[src/rtl/rf_hs_pkg.sv]
// rf_hs_pkg: shared encodings and constants for the rf_hs_responder slice.
//   op_e    : command encoding on the op port.
//   state_e : responder FSM states.
//   PC_IDX  : register index that acts as the program counter.
//   PC_STEP : autoincrement step for the PC.
package rf_hs_pkg;

  typedef enum logic [1:0] {
    OP_READ  = 2'b00,
    OP_WRITE = 2'b01,
    OP_SWAP  = 2'b10,
    OP_ILL   = 2'b11
  } op_e;

  typedef enum logic [1:0] {
    S_IDLE   = 2'b00,
    S_ACCESS = 2'b01,
    S_ACK    = 2'b10
  } state_e;

  localparam logic [3:0] PC_IDX  = 4'd15;
  localparam int         PC_STEP = 4;

endpackage

[src/rtl/rf_hs_bank.sv]
// rf_hs_bank: 16 x DATA_W register storage.
//   clk, rst  : clock, asynchronous active-high reset
//   raddr_i   : combinational read address -> rdata_o
//   we_i      : write enable; waddr_i/wdata_i written at the rising edge
//   inc_i     : advance r15 by PC_STEP at the rising edge
//   pc_o      : live r15 value
// A write to r15 in the same edge as inc_i takes priority over the increment.
module rf_hs_bank
  import rf_hs_pkg::*;
#(
  parameter int                DATA_W   = 32,
  parameter logic [DATA_W-1:0] RESET_PC = '0
) (
  input  logic              clk,
  input  logic              rst,
  input  logic [3:0]        raddr_i,
  output logic [DATA_W-1:0] rdata_o,
  input  logic              we_i,
  input  logic [3:0]        waddr_i,
  input  logic [DATA_W-1:0] wdata_i,
  input  logic              inc_i,
  output logic [DATA_W-1:0] pc_o
);

  logic [15:0][DATA_W-1:0] regs_q;

  always_ff @(posedge clk or posedge rst) begin
    if (rst) begin
      for (int i = 0; i < 16; i++) regs_q[i] <= '0;
      regs_q[PC_IDX] <= RESET_PC;
    end else begin
      if (inc_i) regs_q[PC_IDX] <= regs_q[PC_IDX] + DATA_W'(PC_STEP);
      // Last assignment wins, so an explicit write to r15 overrides the step.
      if (we_i)  regs_q[waddr_i] <= wdata_i;
    end
  end

  assign rdata_o = regs_q[raddr_i];
  assign pc_o    = regs_q[PC_IDX];

endmodule

[src/rtl/rf_hs_responder.sv]
// rf_hs_responder: responder side of the four-phase req/ack register-access
// handshake. Executes READ / WRITE / SWAP on a private 16-entry bank.
//   clk, rst : clock, asynchronous active-high reset
//   req      : initiator request (sampled only in IDLE / ACK)
//   op, addr, wdata : command, register index, write data (captured in IDLE)
//   ack      : acknowledge; rdata/err valid while high
//   rdata    : read result (0 for WRITE and illegal op)
//   err      : illegal-op flag
//   busy     : FSM not in IDLE
//   pc       : live r15
// Build option: define RF_HS_PC_AUTOINC_EN to step r15 by 4 on every commit.
module rf_hs_responder
  import rf_hs_pkg::*;
#(
  parameter int                DATA_W        = 32,
  parameter int                ACCESS_CYCLES = 1,
  parameter logic [DATA_W-1:0] RESET_PC      = '0
) (
  input  logic              clk,
  input  logic              rst,
  input  logic              req,
  input  logic [1:0]        op,
  input  logic [3:0]        addr,
  input  logic [DATA_W-1:0] wdata,
  output logic              ack,
  output logic [DATA_W-1:0] rdata,
  output logic              err,
  output logic              busy,
  output logic [DATA_W-1:0] pc
);

  state_e            state_q;
  logic [3:0]        cnt_q;
  op_e               op_q;
  logic [3:0]        addr_q;
  logic [DATA_W-1:0] wdata_q;
  logic [DATA_W-1:0] rdata_q;
  logic              err_q;
  logic              ack_q;

  logic              commit;
  logic              bank_we;
  logic              bank_inc;
  logic [DATA_W-1:0] bank_rdata;

  // Commit edge: last ACCESS cycle. Bank read is combinational, so SWAP sees
  // the old value here while the write lands at the same edge.
  assign commit  = (state_q == S_ACCESS) && (cnt_q == 4'd0);
  assign bank_we = commit && ((op_q == OP_WRITE) || (op_q == OP_SWAP));

`ifdef RF_HS_PC_AUTOINC_EN
  assign bank_inc = commit;
`else
  assign bank_inc = 1'b0;
`endif

  rf_hs_bank #(
    .DATA_W   (DATA_W),
    .RESET_PC (RESET_PC)
  ) u_bank (
    .clk     (clk),
    .rst     (rst),
    .raddr_i (addr_q),
    .rdata_o (bank_rdata),
    .we_i    (bank_we),
    .waddr_i (addr_q),
    .wdata_i (wdata_q),
    .inc_i   (bank_inc),
    .pc_o    (pc)
  );

  always_ff @(posedge clk or posedge rst) begin
    if (rst) begin
      state_q <= S_IDLE;
      cnt_q   <= '0;
      op_q    <= OP_READ;
      addr_q  <= '0;
      wdata_q <= '0;
      rdata_q <= '0;
      err_q   <= 1'b0;
      ack_q   <= 1'b0;
    end else begin
      case (state_q)
        S_IDLE: begin
          if (req) begin
            op_q    <= op_e'(op);
            addr_q  <= addr;
            wdata_q <= wdata;
            cnt_q   <= 4'(ACCESS_CYCLES - 1);
            state_q <= S_ACCESS;
          end
        end
        S_ACCESS: begin
          if (cnt_q == 4'd0) begin
            state_q <= S_ACK;
            ack_q   <= 1'b1;
            case (op_q)
              OP_READ,
              OP_SWAP:  begin rdata_q <= bank_rdata; err_q <= 1'b0; end
              OP_WRITE: begin rdata_q <= '0;         err_q <= 1'b0; end
              default:  begin rdata_q <= '0;         err_q <= 1'b1; end
            endcase
          end else begin
            cnt_q <= cnt_q - 4'd1;
          end
        end
        S_ACK: begin
          // Holding req keeps us here; a new transaction needs req low first.
          if (!req) begin
            state_q <= S_IDLE;
            ack_q   <= 1'b0;
            err_q   <= 1'b0;
          end
        end
        default: state_q <= S_IDLE;
      endcase
    end
  end

  assign ack   = ack_q;
  assign rdata = rdata_q;
  assign err   = err_q;
  assign busy  = (state_q != S_IDLE);

endmodule

[config.mk]
export PLATFORM = sky130hd
export DESIGN_NAME = rf_hs_responder
export DESIGN_NICKNAME = d
export VERILOG_FILES = /design/src/rtl/rf_hs_pkg.sv /design/src/rtl/rf_hs_bank.sv /design/src/rtl/rf_hs_responder.sv
export SDC_FILE = /design/constraint.sdc
export NUM_CORES = 1
export LEC_CHECK = 0
export BUFFER_PORTS_ARGS = -buffer_cell sky130_fd_sc_hd__buf_2
export CAP_MARGIN = 20
export CORE_MARGIN = 2
export CORE_UTILIZATION = 30
export CTS_CLUSTER_DIAMETER = 40
export CTS_CLUSTER_SIZE = 12
export DETAILED_ROUTE_END_ITERATION = 8
export SLEW_MARGIN = 25
export SYNTH_ARGS = -nofsm -noshare
export SYNTH_HDL_FRONTEND = slang
export SYNTH_HIERARCHICAL = 1
export SYNTH_SLANG_ARGS = --single-unit
[constraint.sdc]
create_clock -name clk -period 19.7 [get_ports clk]
set_input_delay 3.94 -clock clk [delete_from_list [all_inputs] [get_ports clk]]
set_output_delay 3.94 -clock clk [all_outputs]
set_load 0.1 [all_outputs]
# Yosys cells after proc, flatten, opt, wreduce, memory -nomap -nowiden
# Cells that the tools add are included.
[op_classes]
addsub = 1
order_cmp = 2
n_eq_ne = 8
n_mux = 19
reduce_logical = 17
[ops]
columns = ["op", "count"]
rows = [
  ["$bwmux 512", 1],
  ["$bmux 32 s4", 1],
  ["$demux 32 s4", 1],
  ["$mux 32", 3],
  ["$reduce_and 3->1", 3],
  ["$mux 4", 2],
  ["$pmux 4 s2", 1],
  ["$mux 2", 3],
  ["$ne 2x2->1 const B", 3],
  ["$pmux 2 s3", 1],
  ["$reduce_bool 2->1", 3],
  ["$lt 4x5->1 const B", 1],
  ["$eq 2x1->1 const B", 2],
  ["$eq 2x2->1 const B", 2],
  ["$ge 4x1->1 const B", 1],
  ["$logic_not 2->1", 2],
  ["$logic_not 4->1", 1],
  ["$mux 1", 4],
  ["$pmux 1 s2", 2],
  ["$reduce_and 2->1", 2],
  ["$sub 4x1->4 const B", 1],
  ["$logic_and 1x1->1", 3],
  ["$reduce_or 3->1", 1],
  ["$ne 2x1->1 const B", 1],
  ["other kinds (2)", 2],
]
[totals]
register_bits = 590
inputBits = 41
out_inout_bits = 67
wordCells = 71

# Longest topological paths before layout
# Gate-level depths: netlist of run 1.
[depth]
word_depth = 5
depth_mapped = 9
ltp_nobuf = 8

# Cells and area by module
# Netlist of run 1, hierarchy kept.
[by_module_without_submodules]
columns = ["module", "instances", "cells_each", "area_per_inst_um2", "seq_area_each_um2"]
rows = [
  ["rf_hs_bank", 1, 1478, 23887.9, 12812.3],
  ["rf_hs_responder", 1, 239, 3450.8, 1951.9],
]

# Worst setup path after synthesis of run 1
# No wires, ideal clock.
[synth_timing]
path_type = "reg2out"
start = "reg state_q[1]"
end = "out busy"
arrival_time_ns = 0.980
path_slack_ns = 14.780
path_stages_with_launch = 2
n_path_buf = 0
cell_sequence = "dfrtp_1 > or2_2"
[synth_via]
elab_chain_cells = 1
[synth_lines]
columns = ["element", "line", "text"]
rows = [
  ["from (decl)", "rf_hs_responder.sv:32", "state_e state_q;"],
  ["from (signal assigned)", "rf_hs_responder.sv:74", "state_q <= S_IDLE;"],
  ["from (signal assigned)", "rf_hs_responder.sv:90", "state_q <= S_ACCESS;"],
  ["from (signal assigned)", "rf_hs_responder.sv:95", "state_q <= S_ACK;"],
  ["$reduce_bool 2->1", "rf_hs_responder.sv:123", "assign busy = (state_q != S_IDLE);"],
  ["to (decl)", "rf_hs_responder.sv:28", "output logic busy,"],
]
# No other way between the ends.

# Worst setup path after layout of run 1
[layout_timing]
start = "reg state_q[0]"
end = "out busy"
# The elaborated chain is that of the path after synthesis.

==> results of run 1 <==
[placed cells by master, fill, tap and decap left out, types with 11 or more instances in the layout]
cell type	count
mux2_2	474
buf_2	107
mux4_1	49
buf_4	24
nand2_1	47
clkbuf_16	97
nand4_1	14
nand3_1	13
mux2_4	28
nor2b_1	33
dfrtp_1	586
xor2_1	23
clkinv_4	14
mux2_1	51
o21ai_0	27
clkinv_2	11
mux4_2	111
clkbuf_8	13
clkinvlp_4	12
[cells by family after synthesis]
| group | synth area share [%] |
|---|---|
| mux | 37.16 |
| flops | 54.00 |
| buf+inv | 3.634 |
| simple gates | 3.323 |
| compound gates | 0.7048 |
| xor+xnor | 0.9290 |
| fa+ha+maj | 0.2288 |
| other cells | 0.01372 |
[how the worst max path moves through the flow]
stage / startpoint / endpoint / slack (ps) / cells past startpoint
floorplan: rst / u_bank/pc_o[0] / 1460 / 1
global placement: rst / u_bank/regs_q[141] / 13110 / 4
detailed placement: rst / u_bank/regs_q[173] / 12920 / 4
CTS: rst / u_bank/regs_q[45] / 13590 / 4
global route: state_q[0] / busy / 13760 / 2
finish: state_q[0] / busy / 13840 / 2
[metrics by stage]
step	instances	utilization (%)	power, mW
floorplan	1721	-	3.628
global placement	2865	31.88	3.988
detailed placement	2865	31.89	4.086
CTS	3043	35.58	5.814
global route	3043	35.60	6.037
finish	3043	35.60	5.742
[metal layers]
layer | vias up | GRT usage [%] | share of wire (%)
met4 | 0 | 4.789 | 2.4
met5 | - | 0 | 0
li1 | 6523 | - | -
met3 | 109 | 2.903 | 4.7
met1 | 8277 | 20.44 | 44
met2 | 384 | 25.16 | 49
[final cells by class]
class | count | area, um2
clock inverters | 59 | 688.2
well taps | 1176 | 1471
inverters | 8 | 40.04
fillers | 8448 | 58060
flip-flops and latches | 590 | 14770
repair buffers | 137 | 800.8
multi-input cells | 954 | 11670
clock buffers | 119 | 2640
[critical path, delay by kind of cell (launching register included)]
kind | cells | cell delay [ps]
flip-flops | 1 | 630
AND/OR/NAND/NOR | 1 | 230
buffers and inverters | 1 | 430
[registers in the layout, indices dropped and copies added (netlist names)]
name,count
rdata,32
u_bank/pc_o,32
err,1
wdata_q,32
state_q,2
u_bank/regs_q,480
addr_q,4
op_q,2
ack,1
cnt_q,4
[power groups by stage]
stage	sequential [mW]	clock [mW]	combinational (mW)
finish	2.18	1.70	1.87
global route	2.26	1.80	1.98
CTS	2.18	1.74	1.90
detailed placement	2.19	0	1.89
global placement	2.14	0	1.85
floorplan	2.08	0	1.55
==> out/metrics.yaml, run 1 <==
global_routing:
  grt_overflow: 0
  grt_pass1_wl_um: 108100
  antenna_found_initial: 1
  grt_max_degree: 161
  groute.usage.overall_pct: 15.29
  grt_pass1_vias: 16720
power_and_ir_drop:
  p_leak_nw: 15.09
  seqPwrFrac_pct: 37.9
  share_comb_of_total_power_pct: 32.5
  power_frac_clock_pct: 29.6
  power_density_nw_per_um2: 179.0
  power.internal_mw: 3.649
  vdd_ir_drop_max_v: 0.0001342
  netSwitchingPower_mw: 2.093
  p_sw_share_pct: 36.45
route:
  viasPerCell: 5.026
  drt-wirelength-per-cell_um: 23.23
  drt_iter0_markers: 904
  ant_nets: 0
  via_count: 15290
  drc_errors: 0
  wl_um: 70690
  drt_pass1_iterations: 5
sta:
  period_minus_slack_ps: 5858
  tns_ps: 0
  setup_ws_ps: 13840
  tightest_slew_ps: 1619
  setup_viol: 0
  fmax_mhz: 170.7
  period_share_pct: 29.74
  hold_violations: 0
  finalMaxSlewViolations: 13
  clock_skew_ps: 29.14
  slew_headroom_pct: -8.420
  whs_ps: 482.8
  rsz0062_at_grt: "no"
synthesis:
  synth_edf_count: 0
  synth.cell_area_um2: 27340
  synthTopCellsByCount: "590 x dfrtp_1, 474 x mux2_2, 111 x mux4_2"
  ys_seq_area_share_pct: 54.00
  synth-seq-cells: 590
  yosys.area.top_type: "dfrtp_1"
  synth_area_leaders: "dfrtp_1 54%, mux2_2 20%, mux4_2 9.1%"
  yosys_most_used_dff: "dfrtp_1"
  yosysWarningCount: 6
  synth.top_cell.area_share_pct: 54.00
  yosysUniqueCellTypes: 47
  synthCells: 1717
  synth_area_per_cell_um2: 15.92
  ys_async_sr_fraction_pct: 100.0
  synth.most_common_cell: "dfrtp_1"
min_path:
  worst_hold_path_type: "flop to flop"
  hold_depth: 1
  min_to: "u_bank/regs_q[347]"
  worstHoldStart: "u_bank/regs_q[347]"
critical_path:
  worstPathArrival_ps: 1920
  r2r_start: "addr_q[1]"
  crit_fanout: 15
  reg2reg_to: "u_bank/regs_q[102]"
  crit_slowest_cell: "dfrtp_1"
  end_kind: "primary output"
  reg2regPathDepth: 6
  crit_required_ps: 15760
  max_stage_delay_ps: 630
  path_class: "flop to primary output"
  path_cells: "or2_2 > buf_2"
  rrSetupSlack_ps: 15320
  start_kind: "flop"
floorplanning:
  start_util_pct: 30.33
  die_w_um: 305.9
  io_pins: 108
  die_h_um: 305.9
  fp.dieArea_um2: 93560
  core_um2: 90150
  fp-row-count: 110
cts:
  cts.clk_slew.worst_paths_ps: 50
  numCtsBuffers: 97
  tritoncts: "yes"
  cts_buffer_depth: 3
  cts_hold_buf: 0
  clockRootBuffer: "clkbuf_16"
  worstSkewPairLatency_ps: 650
  post-cts-setup-buffer-count: 0
  h-tree-depth: 3
  clkSinkCount: 590
  cts_resized: 0
layout:
  finalInstanceArea_um2: 32090
  fin_nets: 1834
  diodes: 0
  area_delta_synth_final_pct: 17.38
  drive_above_1_share_pct: 50.88
status:
  outcome: "complete, but fails checks"
  violations: "max-slew violations"
placed_design:
  io_buffers: 107
  placedInstanceArea_um2: 28750
  gp_congestion: 0.7349
  pre_cts_ws_ps: 12920
  hpwl_um: 42360
run:
  drv_cap: 0
Note: power is estimated with default switching activity, not from simulation.
==> inputs of run 2 (changes only) <==
==> constraint.sdc (replaced) <==
create_clock -name clk -period 4.86 [get_ports clk]
set_input_delay 0.972 -clock clk [delete_from_list [all_inputs] [get_ports clk]]
set_output_delay 0.972 -clock clk [all_outputs]
set_load 0.1 [all_outputs]
==> out/metrics.yaml, run 2 (synthesis gave the netlist of run 1 again) <==
floorplanning:
  die_h_um: 305.9  # unchanged
  core_um2: 90150  # unchanged
  start_util_pct: 30.33  # unchanged
  die_w_um: 305.9  # unchanged
  fp-row-count: 110  # unchanged
  fp.dieArea_um2: 93560  # unchanged
  io_pins: 108  # unchanged
critical_path:
  rrSetupSlack_ps: 1280  # was 15320 ps
  crit_fanout: 20  # was 15
  worstPathArrival_ps: 4090  # was 1920 ps
  r2r_start: "cnt_q[0]"  # was addr_q[1]
  reg2regPathDepth: 9  # was 6
  path_class: "flop to flop"  # was flop to primary output
  start_kind: "flop"  # unchanged
  path_cells: "inv_1 > ha_1 > nor4b_4 > and3_1 > nor2b_1 > nand2_1 > nor2_4 > buf_4 > mux2_2"  # was or2_2 > buf_2
  reg2reg_to: "u_bank/regs_q[190]"  # was u_bank/regs_q[102]
  crit_required_ps: 5360  # was 15760 ps
  end_kind: "flop"  # was primary output
  max_stage_delay_ps: 520  # was 630 ps
  crit_slowest_cell: "nor2_4"  # was dfrtp_1
sta:
  fmax_mhz: 279.0
  hold_violations: 0  # unchanged
  rsz0062_at_grt: "no"  # unchanged
  finalMaxSlewViolations: 13  # unchanged
  period_share_pct: 73.76
  tightest_slew_ps: 1584  # was 1619 ps
  setup_viol: 0  # unchanged
  slew_headroom_pct: -6.031  # was -8.420%
  clock_skew_ps: 23.19  # was 29.14 ps
  period_minus_slack_ps: 3585
placed_design:
  gp_congestion: 0.7370  # was 0.7349
  placedInstanceArea_um2: 28920  # was 28750 um2
  hpwl_um: 43400  # was 42360 um
  io_buffers: 107  # unchanged
  dp.cells: 2877  # was 2865
power_and_ir_drop:
  power_density_nw_per_um2: 732.6  # was 179.0 nW/um2
  vdd_ir_drop_max_v: 0.0004556  # was 0.0001342 V
  p_leak_nw: 15.29  # was 15.09 nW
  report.power.total_mw: 23.84  # was 5.742 mW
layout:
  diodes: 0  # unchanged
  largest_reg_flops: 480  # unchanged
  mostFrequentLayoutCell: "dfrtp_1"  # unchanged
  drive_above_1_share_pct: 51.35  # was 50.88%
  finalInstanceArea_um2: 32540  # was 32090 um2
  final_cell_mix: "586 x dfrtp_1, 474 x mux2_2, 111 x mux4_2"  # unchanged
  area_delta_synth_final_pct: 19.02  # was 17.38%
  largest-register: "u_bank/regs_q"  # unchanged
  fin_nets: 1847  # was 1834
  final_cells: 3061  # was 3043
global_routing:
  grt_pass1_wl_um: 109400  # was 108100 um
  antenna_found_initial: 0  # was 1
  groute.usage.overall_pct: 15.50  # was 15.29%
  grt_pass1_vias: 16860  # was 16720
  grt_max_degree: 124  # was 161
  grt_overflow: 0  # unchanged
cts:
  clockRootBuffer: "clkbuf_16"  # unchanged
  numCtsBuffers: 97  # unchanged
  clkSinkCount: 590  # unchanged
  worstSkewPairLatency_ps: 650  # about the same
  post-cts-setup-buffer-count: 0  # unchanged
  cts_hold_buf: 0  # unchanged
  cts_buffer_depth: 3  # unchanged
  tritoncts: "yes"  # unchanged
  cts.clk_slew.worst_paths_ps: 60  # was 50 ps
  h-tree-depth: 3  # unchanged
  cts_resized: 0  # unchanged
run:
  drv_cap: 0  # unchanged
route:
  wl_um: 71310  # was 70690 um
  drt_iter0_markers: 822  # was 904
  drt_pass1_iterations: 5  # unchanged
  drc_errors: 0  # unchanged
  ant_nets: 0  # unchanged
  viasPerCell: 5.055  # was 5.026
  drt-wirelength-per-cell_um: 23.29  # was 23.23 um
  via_count: 15470  # was 15290
min_path:
  worst_hold_path_type: "input pin to asynchronous set/reset pin"  # was flop to flop
status:
  violations: "max-slew violations"  # unchanged
  outcome: "complete, but fails checks"  # unchanged
## run 2: changes by cell type in the layout (fill, tap and decap cells not counted), moves of 3 or more
cell / change
buf_4: +9
clkbuf_16: +3
bufinv_16: +9
clkbuf_8: -6
buf_12: +8
buf_6: -4
clkinv_2: -4
clkinvlp_4: +4
## run 2: area by class of cell
class / instances / area (um2)
Tap cell: 1176 / 1471
Sequential cell: 590 / 14770
Multi-Input combinational cell: 954 / 11680
Timing Repair Buffer: 150 / 983.4
Clock inverter: 68 / 965.9
Clock buffer: 115 / 2629
Inverter: 8 / 36.28
Fill cell: 8359 / 57610
## run 2: per-stage QoR
| stage | utilization (%) | setup WS, ps | hold slack (ps) | TNS, ps |
|---|---|---|---|---|
| global route | 36.09 | 1181 | 394.6 | 0 |
| finish | 36.09 | 1275 | 386.8 | 0 |
| detailed placement | 32.08 | 1340 | 470.6 | 0 |
| global placement | 32.08 | 1457 | 458.8 | 0 |
| CTS | 36.07 | 1326 | 403.3 | 0 |
| floorplan | - | -3064 | 449.1 | -1568930 |
## run 2: worst max path at each step
| stage | start | to | slack (ps) | depth (start not counted) |
|---|---|---|---|---|
| finish | cnt_q[0] | u_bank/regs_q[190] | 1280 | 9 |
| global route | cnt_q[0] | u_bank/regs_q[187] | 1180 | 9 |
| CTS | cnt_q[0] | u_bank/regs_q[190] | 1330 | 9 |
| detailed placement | cnt_q[0] | u_bank/regs_q[160] | 1340 | 9 |
| global placement | addr_q[0] | rdata[18] | 1460 | 5 |
| floorplan | rst | u_bank/pc_o[0] | -3060 | 1 |
## run 2: per-layer routing
| layer | wire length [um] | GRT usage, % |
|---|---|---|
| met4 | 1268 | 4.010 |
| met5 | 0 | 0 |
| met2 | 34590 | 25.50 |
| met1 | 32440 | 21.02 |
| met3 | 3011 | 2.965 |
## run 2: worst max-delay path: cells and delay by family, from the launching register on
kind | cells | cell delay, ps
and+or+nand+nor | 5 | 1830
buffers and inverters | 2 | 570
DFF | 1 | 400
muxes | 1 | 390
adders and majority gates | 1 | 230
## run 2: power breakdown
| group | internal (mW) | total [mW] | switching [mW] |
|---|---|---|---|
| sequential | 6.88 | 8.97 | 2.08 |
| clock | 4.88 | 7.44 | 2.56 |
| combinational | 3.54 | 7.43 | 3.89 |
